===== config.mk =====
export PLATFORM = sky130hd
export DESIGN_NAME = csr_io_responder
export DESIGN_NICKNAME = d
export VERILOG_FILES = /design/src/rtl/csr_io_responder.sv
export SDC_FILE = /design/constraint.sdc
export NUM_CORES = 1
export LEC_CHECK = 0
export CORE_MARGIN = 2
export CORE_UTILIZATION = 52
export DETAILED_ROUTE_END_ITERATION = 16
export PLACE_DENSITY_LB_ADDON = 0.12
export SLEW_MARGIN = 20
export SYNTH_ARGS = -nofsm -noshare
export SYNTH_HDL_FRONTEND = slang
export SYNTH_SLANG_ARGS = --single-unit

===== constraint.sdc =====
create_clock -name clk -period 2.4 [get_ports clk]
set_clock_uncertainty 0.2 [all_clocks]
set_input_delay 0.48 -clock clk [delete_from_list [all_inputs] [get_ports clk]]
set_output_delay 0.48 -clock clk [all_outputs]
set_load 0.01 [all_outputs]

===== src/rtl/csr_io_responder.sv =====
// CSR/MMIO responder: 64-bit cycle counter with coherent high-word snapshot,
// scratch register, baud divisor and an 8N1 UART transmitter with IO-busy flag.
module csr_io_responder #(
  parameter logic [15:0] DEFAULT_BAUD_DIV = 16'd867,
  parameter logic [31:0] SCRATCH_RESET    = 32'h0
) (
  input  logic        clk,
  input  logic        rst_n,
  input  logic        IN_ce,
  input  logic        IN_we,
  input  logic [29:0] IN_addr,
  input  logic [31:0] IN_wdata,
  input  logic [3:0]  IN_wm,
  output logic [31:0] OUT_rdata,
  output logic        OUT_busy,
  output logic        OUT_tx
);

  typedef enum logic [1:0] {
    S_IDLE,
    S_START,
    S_DATA,
    S_STOP
  } tx_state_e;

  localparam logic [2:0] A_CYC_LO  = 3'd0;
  localparam logic [2:0] A_CYC_HI  = 3'd1;
  localparam logic [2:0] A_SCRATCH = 3'd2;
  localparam logic [2:0] A_TX      = 3'd3;
  localparam logic [2:0] A_BAUD    = 3'd4;

  logic [63:0] cycle_q,   cycle_d;
  logic [31:0] hi_snap_q, hi_snap_d;
  logic [31:0] scratch_q, scratch_d;
  logic [15:0] baud_q,    baud_d;
  logic        ovf_q,     ovf_d;
  logic [31:0] rdata_q,   rdata_d;

  tx_state_e   state_q,   state_d;
  logic [15:0] bit_cnt_q, bit_cnt_d;
  logic [15:0] div_lat_q, div_lat_d;
  logic [2:0]  bit_idx_q, bit_idx_d;
  logic [7:0]  shreg_q,   shreg_d;
  logic        tx_q,      tx_d;
  logic        busy_q,    busy_d;

  logic        rd_en;
  logic        wr_en;
  logic [2:0]  reg_sel;
  logic        bit_end;
  logic        frame_done;
  logic        tx_req;
  logic        tx_accept;
  logic        tx_drop;
  logic        unused_addr_hi;

  assign rd_en          = !IN_ce && IN_we;
  assign wr_en          = !IN_ce && !IN_we;
  assign reg_sel        = IN_addr[2:0];
  assign unused_addr_hi = ^IN_addr[29:3];

  assign bit_end    = (bit_cnt_q == div_lat_q);
  // The stop bit's last cycle counts as idle so a back-to-back byte is
  // accepted on the very edge at which busy drops.
  assign frame_done = (state_q == S_STOP) && bit_end;
  assign tx_req     = wr_en && (reg_sel == A_TX) && IN_wm[0];
  assign tx_accept  = tx_req && (!busy_q || frame_done);
  assign tx_drop    = tx_req && busy_q && !frame_done;

  always_comb begin
    cycle_d   = cycle_q + 64'd1;
    hi_snap_d = hi_snap_q;
    scratch_d = scratch_q;
    baud_d    = baud_q;
    rdata_d   = rdata_q;
    ovf_d     = ovf_q;

    if (rd_en) begin
      unique case (reg_sel)
        A_CYC_LO: begin
          rdata_d   = cycle_q[31:0];
          hi_snap_d = cycle_q[63:32];
        end
        A_CYC_HI:  rdata_d = hi_snap_q;
        A_SCRATCH: rdata_d = scratch_q;
        A_TX: begin
          rdata_d = {30'b0, ovf_q, busy_q};
          ovf_d   = 1'b0;
        end
        A_BAUD:    rdata_d = {16'b0, baud_q};
        default:   rdata_d = '0;
      endcase
    end

    if (wr_en && (reg_sel == A_SCRATCH)) begin
      for (int unsigned i = 0; i < 4; i++) begin
        if (IN_wm[i]) scratch_d[i*8 +: 8] = IN_wdata[i*8 +: 8];
      end
    end

    if (wr_en && (reg_sel == A_BAUD)) begin
      if (IN_wm[0]) baud_d[7:0]  = IN_wdata[7:0];
      if (IN_wm[1]) baud_d[15:8] = IN_wdata[15:8];
    end

    if (tx_drop) ovf_d = 1'b1;
  end

  always_comb begin
    state_d   = state_q;
    bit_cnt_d = bit_cnt_q;
    div_lat_d = div_lat_q;
    bit_idx_d = bit_idx_q;
    shreg_d   = shreg_q;
    tx_d      = tx_q;

    unique case (state_q)
      S_IDLE: tx_d = 1'b1;
      S_START: begin
        if (bit_end) begin
          bit_cnt_d = '0;
          bit_idx_d = '0;
          tx_d      = shreg_q[0];
          state_d   = S_DATA;
        end else begin
          bit_cnt_d = bit_cnt_q + 16'd1;
        end
      end
      S_DATA: begin
        if (bit_end) begin
          bit_cnt_d = '0;
          if (bit_idx_q == 3'd7) begin
            tx_d    = 1'b1;
            state_d = S_STOP;
          end else begin
            bit_idx_d = bit_idx_q + 3'd1;
            shreg_d   = {1'b0, shreg_q[7:1]};
            tx_d      = shreg_q[1];
          end
        end else begin
          bit_cnt_d = bit_cnt_q + 16'd1;
        end
      end
      S_STOP: begin
        if (bit_end) begin
          bit_cnt_d = '0;
          tx_d      = 1'b1;
          state_d   = S_IDLE;
        end else begin
          bit_cnt_d = bit_cnt_q + 16'd1;
        end
      end
      default: begin
        tx_d    = 1'b1;
        state_d = S_IDLE;
      end
    endcase

    if (tx_accept) begin
      state_d   = S_START;
      bit_cnt_d = '0;
      bit_idx_d = '0;
      div_lat_d = baud_q;
      shreg_d   = IN_wdata[7:0];
      tx_d      = 1'b0;
    end

    busy_d = (state_d != S_IDLE);
  end

  always_ff @(posedge clk or negedge rst_n) begin
    if (!rst_n) begin
      cycle_q   <= '0;
      hi_snap_q <= '0;
      scratch_q <= SCRATCH_RESET;
      baud_q    <= DEFAULT_BAUD_DIV;
      ovf_q     <= 1'b0;
      rdata_q   <= '0;
      state_q   <= S_IDLE;
      bit_cnt_q <= '0;
      div_lat_q <= '0;
      bit_idx_q <= '0;
      shreg_q   <= '0;
      tx_q      <= 1'b1;
      busy_q    <= 1'b0;
    end else begin
      cycle_q   <= cycle_d;
      hi_snap_q <= hi_snap_d;
      scratch_q <= scratch_d;
      baud_q    <= baud_d;
      ovf_q     <= ovf_d;
      rdata_q   <= rdata_d;
      state_q   <= state_d;
      bit_cnt_q <= bit_cnt_d;
      div_lat_q <= div_lat_d;
      bit_idx_q <= bit_idx_d;
      shreg_q   <= shreg_d;
      tx_q      <= tx_d;
      busy_q    <= busy_d;
    end
  end

  assign OUT_rdata = rdata_q;
  assign OUT_busy  = busy_q;
  assign OUT_tx    = tx_q;

endmodule


* Word level (Yosys, flattened, before mapping)
Cells that the tools add are included.
** Word-level totals
- Flip-flop bits (word level) :: 224
- Bits of input ports :: 70
- Word-level logic and storage cells :: 98
** Operators by class
- Add/sub/neg operators :: 3
- Equal/unequal tests :: 14
- Mux-type cells :: 28
- Reductions and logical operators :: 36
** Operator list (count)
- one-hot mux 32 bit (5 select lines) :: 1
- adder 64 x 1 -> 64 bit, second input constant :: 1
- two-way mux 16 bit :: 3
- two-way mux 8 bit :: 4
- adder 16 x 1 -> 16 bit, second input constant :: 1
- equality test 16 bit :: 1
- AND reduction 2 bit :: 8
- two-way mux 3 bit :: 4
- != test 3 bit, second input constant :: 4
- nonzero test 2 bit :: 6
- logical AND 1 bit :: 10
- two-way mux 2 bit :: 5
- two-way mux 1 bit :: 8
- equality test 3 x 2 -> 1 bit, second input constant :: 2
- equality test 3 bit, second input constant :: 2
- one-hot mux 2 bit (3 select lines) :: 1
- one-hot mux 3 bit (2 select lines) :: 1
- AND reduction 3 bit :: 2
- equality test 2 bit, second input constant :: 2
- logical NOT 1 bit :: 4
- one-hot mux 1 bit (4 select lines) :: 1
- AND reduction 4 bit :: 1
- adder 3 x 1 -> 3 bit, second input constant :: 1
- equality test 3 x 1 -> 1 bit, second input constant :: 1
- 7 further kinds :: 7

* Depth between registers and ports, before layout
- Word-level depth :: 8
- Depth in mapped cells :: 9
- Mapped depth without buffers :: 6

* Worst setup path before layout
OpenSTA, ideal clock, no wires.
- Path type :: input to register
- Start :: input port IN_addr[2]
- End :: register bit_cnt_q[11]
- Arrival :: 2.154 ns
- Path slack :: -0.020 ns
- Stages :: 8
- Path buffers :: 2
- Path through :: buf_2 -> nor4b_2 -> nand3_1 -> o21ai_0 -> a22oi_1 -> clkbuf_1 -> or4_1 -> nand2_1
** On the way
- Cells in the longest elaborated chain, start to end :: 5
- Elaborated cells on any way between the ends :: 6
** RTL lines
- from (decl) :: RTL line 11 : input logic [29:0] IN_addr,
- equality test 3 x 2 -> 1 bit * :: RTL line 66 : assign tx_req = wr_en && (reg_sel == A_TX) && IN_wm[0];
- logical AND 1 bit * (2 in series) :: RTL line 66
- logical AND 1 bit * :: RTL line 67 : assign tx_accept = tx_req && (!busy_q || frame_done);
- two-way mux 16 bit or nonzero test 2 bit (tied branches)
- to (signal assigned) :: RTL line 194 : bit_cnt_q <= bit_cnt_d;
- to (decl) :: RTL line 40 : logic [15:0] bit_cnt_q, bit_cnt_d;
Every way passes the cells marked *; elsewhere a longest branch is shown, timed or not.
A chain may end at the register's enable or synchronous reset.

* Final worst setup path
- Start :: register div_lat_q[0]
- End :: register div_lat_q[10]
** On the way
- Cells in the longest elaborated chain, start to end :: 4
** RTL lines
- from (decl) :: RTL line 41 : logic [15:0] div_lat_q, div_lat_d;
- from (signal assigned) :: RTL line 195 : div_lat_q <= div_lat_d;
- equality test 16 bit :: RTL line 62 : assign bit_end = (bit_cnt_q == div_lat_q);
- logical AND 1 bit :: RTL line 65 : assign frame_done = (state_q == S_STOP) && bit_end;
- logical OR 1 bit :: RTL line 67
- logical AND 1 bit :: RTL line 67
No other way between the ends.

==> results.json <==
{
  "status": "complete, but fails checks",
  "failed_checks": "setup timing",
  "clk_latency_ns": 0.51,
  "synth.area.mux_share": 0.145,
  "avgSynthCellArea_sq_um": 11.4,
  "ys.warnings.count": 0,
  "nets": 1160,
  "cts_htree_levels": 1,
  "cap_violations": 0,
  "std_cell_rows": 51,
  "synth-seq-area-share": 0.541,
  "io_pins": 104,
  "coreArea_sq_um": 19500,
  "synth_ff_type": "dfrtp_1",
  "synth_cells": 911,
  "final_util": 0.675,
  "clock-sinks": 224,
  "worst_pin_slew_ns": 0.503,
  "vias": 7572,
  "whs_ns": 0.273,
  "synth_compound_area_frac": 0.0816,
  "crit_type": "reg2reg",
  "powerDensity_nw_per_um2": 750,
  "drcViolationCount": 0,
  "clockBufferDepth": 3,
  "finalCriticalPeriod_ns": 2.45,
  "grt.overflow.total": 0,
  "layout_common_cells": "dfrtp_1 (217), mux2_2 (103), nand2_1 (94), buf_4 (93), clkdlybuf4s50_1 (73)",
  "initial_core_util": 0.532,
  "die_w_microns": 145,
  "cp.depth": 8,
  "worst_path_max_delay_cell": "dfrtp_1",
  "die_h_microns": 145,
  "grt_pass1_wl_mm": 39.9,
  "synth-seq-cells": 224,
  "required_ns": 2.59,
  "rsz0062_at_grt": "yes",
  "num_antenna_cells": 0,
  "cts_tree": "yes",
  "critPathCaptureType": "flip-flop",
  "antenna_found_initial": 0,
  "final_common_cell": "dfrtp_1",
  "routabilityCongestion": 0.861,
  "ys_types": 52,
  "area_delta_synth_final_pct": 26.9,
  "fmax_ghz": 0.408,
  "drive_gt1_frac": 0.264,
  "path_buf_inv": 2,
  "syn_area_sq_um": 10400,
  "dp_hpwl_mm": 17.9,
  "dr.pass1.iters": 5,
  "worstPathMaxFanout": 7,
  "reg2regPathDepth": 8,
  "tns_ns": -0.732,
  "synth-simple-area-share": 0.135,
  "synth_xor_xnor_area_share": 0.0658,
  "max_stage_delay_ns": 0.39,
  "clk_pin_slew_ns": 0.06,
  "min_path_cells": 1,
  "synth_fp_nets": 990,
  "path_delay_family": "simple AND/OR/NAND/NOR gates",
  "die_area_sq_um": 21100,
  "finalWirelength_mm": 25.1,
  "hold_path.class": "reg2reg",
  "synth_top_family_by_area": "multiplexers",
  "root_buffer": "clkbuf_16",
  "via_per_inst": 5.56,
  "grt_use_total": 0.234,
  "layout_setup_ws_ns": -0.0491,
  "hold_viol": 0,
  "avgRoutedWirePerCell_microns": 18.4,
  "initialDrtViolationCount": 498,
  "p_leak_nw": 6.08,
  "setup_violations": 21,
  "cts_buffers": 24,
  "slew_viol_final": 0,
  "ir_drop_v": 0.000511,
  "grt_max_degree": 59,
  "grt_pass1_vias": 7315,
  "ant_nets": 0,
  "synth_edf_count": 0,
  "synth_fa_ha_area_frac": 0.0108,
  "crit_chain": "xnor2_1 > nand4_1 > nor4_4 > buf_4 > nand2_4 > a21o_4 > clkbuf_16 > mux2_2",
  "slew_headroom": 0.664,
  "io_buffers": 76,
  "cp_data_arrival_time_ns": 2.64,
  "postSynth.asyncResetShare": 1.00,
  "period_share": 1.02,
  "startpoint_type": "flip-flop"
}
## synthesized netlist by cell type (2+ instances only)
cell type | number | share of area
a21o_1 | 2 | 0.0014
a22o_1 | 20 | 0.017
clkbuf_1 | 27 | 0.0098
xor2_1 | 17 | 0.014
o21ai_0 | 72 | 0.035
a21oi_1 | 23 | 0.011
nand2_1 | 96 | 0.035
nor4_2 | 2 | 0.0024
dfstp_2 | 7 | 0.018
nor2b_1 | 6 | 0.0036
o211ai_1 | 2 | 0.0014
a22oi_1 | 11 | 0.0080
and4_1 | 3 | 0.0025
dfrtp_1 | 217 | 0.52
o31ai_1 | 5 | 0.0036
mux2i_1 | 35 | 0.034
mux2_2 | 103 | 0.11
ha_1 | 9 | 0.011
buf_2 | 6 | 0.0029
and2_1 | 3 | 0.0018
and2_2 | 2 | 0.0014
inv_1 | 17 | 0.0061
nor3_1 | 12 | 0.0058
nand3_1 | 34 | 0.016
nor4_4 | 2 | 0.0041
nor2_1 | 36 | 0.013
nand4_1 | 31 | 0.019
buf_1 | 6 | 0.0022
or4_1 | 6 | 0.0043
xnor2_1 | 61 | 0.051
and3_1 | 9 | 0.0054
or3_1 | 9 | 0.0054
## power breakdown
part	switching, mW	internal (mW)
Clock	1.45	2.21
Sequential	0.275	4.18
Combinational	0.869	0.900
## what timing repair did
item | CTS | global route
endpoints found under the setup margin | 31 | 51
hold buffers | 1 | 0
gates resized for setup | 7 | 20
pin swaps | 4 | 7
gates cloned | 0 | 1
hold endpoints to repair | 50 | 0
setup buffers | 3 | 8
## through the flow
| stage | total power, mW | cells | cell area, sq um | worst slack (ns) |
|---|---|---|---|---|
| after detailed placement | 6.20 | 1307 | 12100 | -0.623 |
| after global placement | 6.15 | 1307 | 12100 | -0.550 |
| final | 9.88 | 1363 | 13200 | -0.0491 |
| after floorplan | 5.43 | 911 | 10400 | 0.0292 |
| after CTS | 9.92 | 1354 | 13000 | 0.00283 |
| after global routing | 10.3 | 1363 | 13200 | -0.112 |
## area by class of cell
type	count	area, sq um
clock buffers	42	790
clock inverters	1	5.00
fillers	1497	6350
inverters	17	63.8
multi-input cells	631	4670
flip-flops and latches	224	5610
well taps	265	332
repair buffers	183	1700
## registers in the layout (all words and copies together) (netlist names), 2 cells and up
signal     cells
scratch_q     32
state_q        2
div_lat_q     16
baud_q        16
bit_idx_q      3
hi_snap_q     32
bit_cnt_q     16
OUT_rdata     32
shreg_q        8
cycle_q       64
## worst reg2reg max path: stages (launching register included)
cell       delay (ns)
dfrtp_1          0.39
xnor2_1          0.23
nand4_1          0.17
nor4_4           0.37
buf_4            0.22
nand2_4          0.07
a21o_4           0.26
clkbuf_16        0.17
mux2_2           0.26
## metal layers
metal | vias to the layer above | track usage | part of all wire
met3 | 37 | 0.0305 | 0.042
li1 | 3583 | - | -
met4 | 0 | 0.0412 | 0.014
met1 | 3786 | 0.379 | 0.51
met2 | 166 | 0.343 | 0.44
met5 | - | 0 | 0
## logic make-up after synthesis
logic type                 after synthesis
AOI/OAI and AO/OA                      140
DFF                                    224
muxes                                  138
and+or+nand+nor                        266
buffers and inverters                   56
adders and majority gates                9
xor gates and xnor gates                78
## final timing paths
check	slack [ns]	to	start
max	-0.05	div_lat_q[10]	div_lat_q[0]
min	0.27	cycle_q[63]	cycle_q[63]
max reg2reg	-0.05	div_lat_q[10]	div_lat_q[0]
min reg2reg	0.27	cycle_q[63]	cycle_q[63]
max in group asynchronous	0.95	baud_q[1]	rst_n
min in group asynchronous	0.29	bit_cnt_q[14]	rst_n
Note: power is estimated with default switching activity, not from simulation.
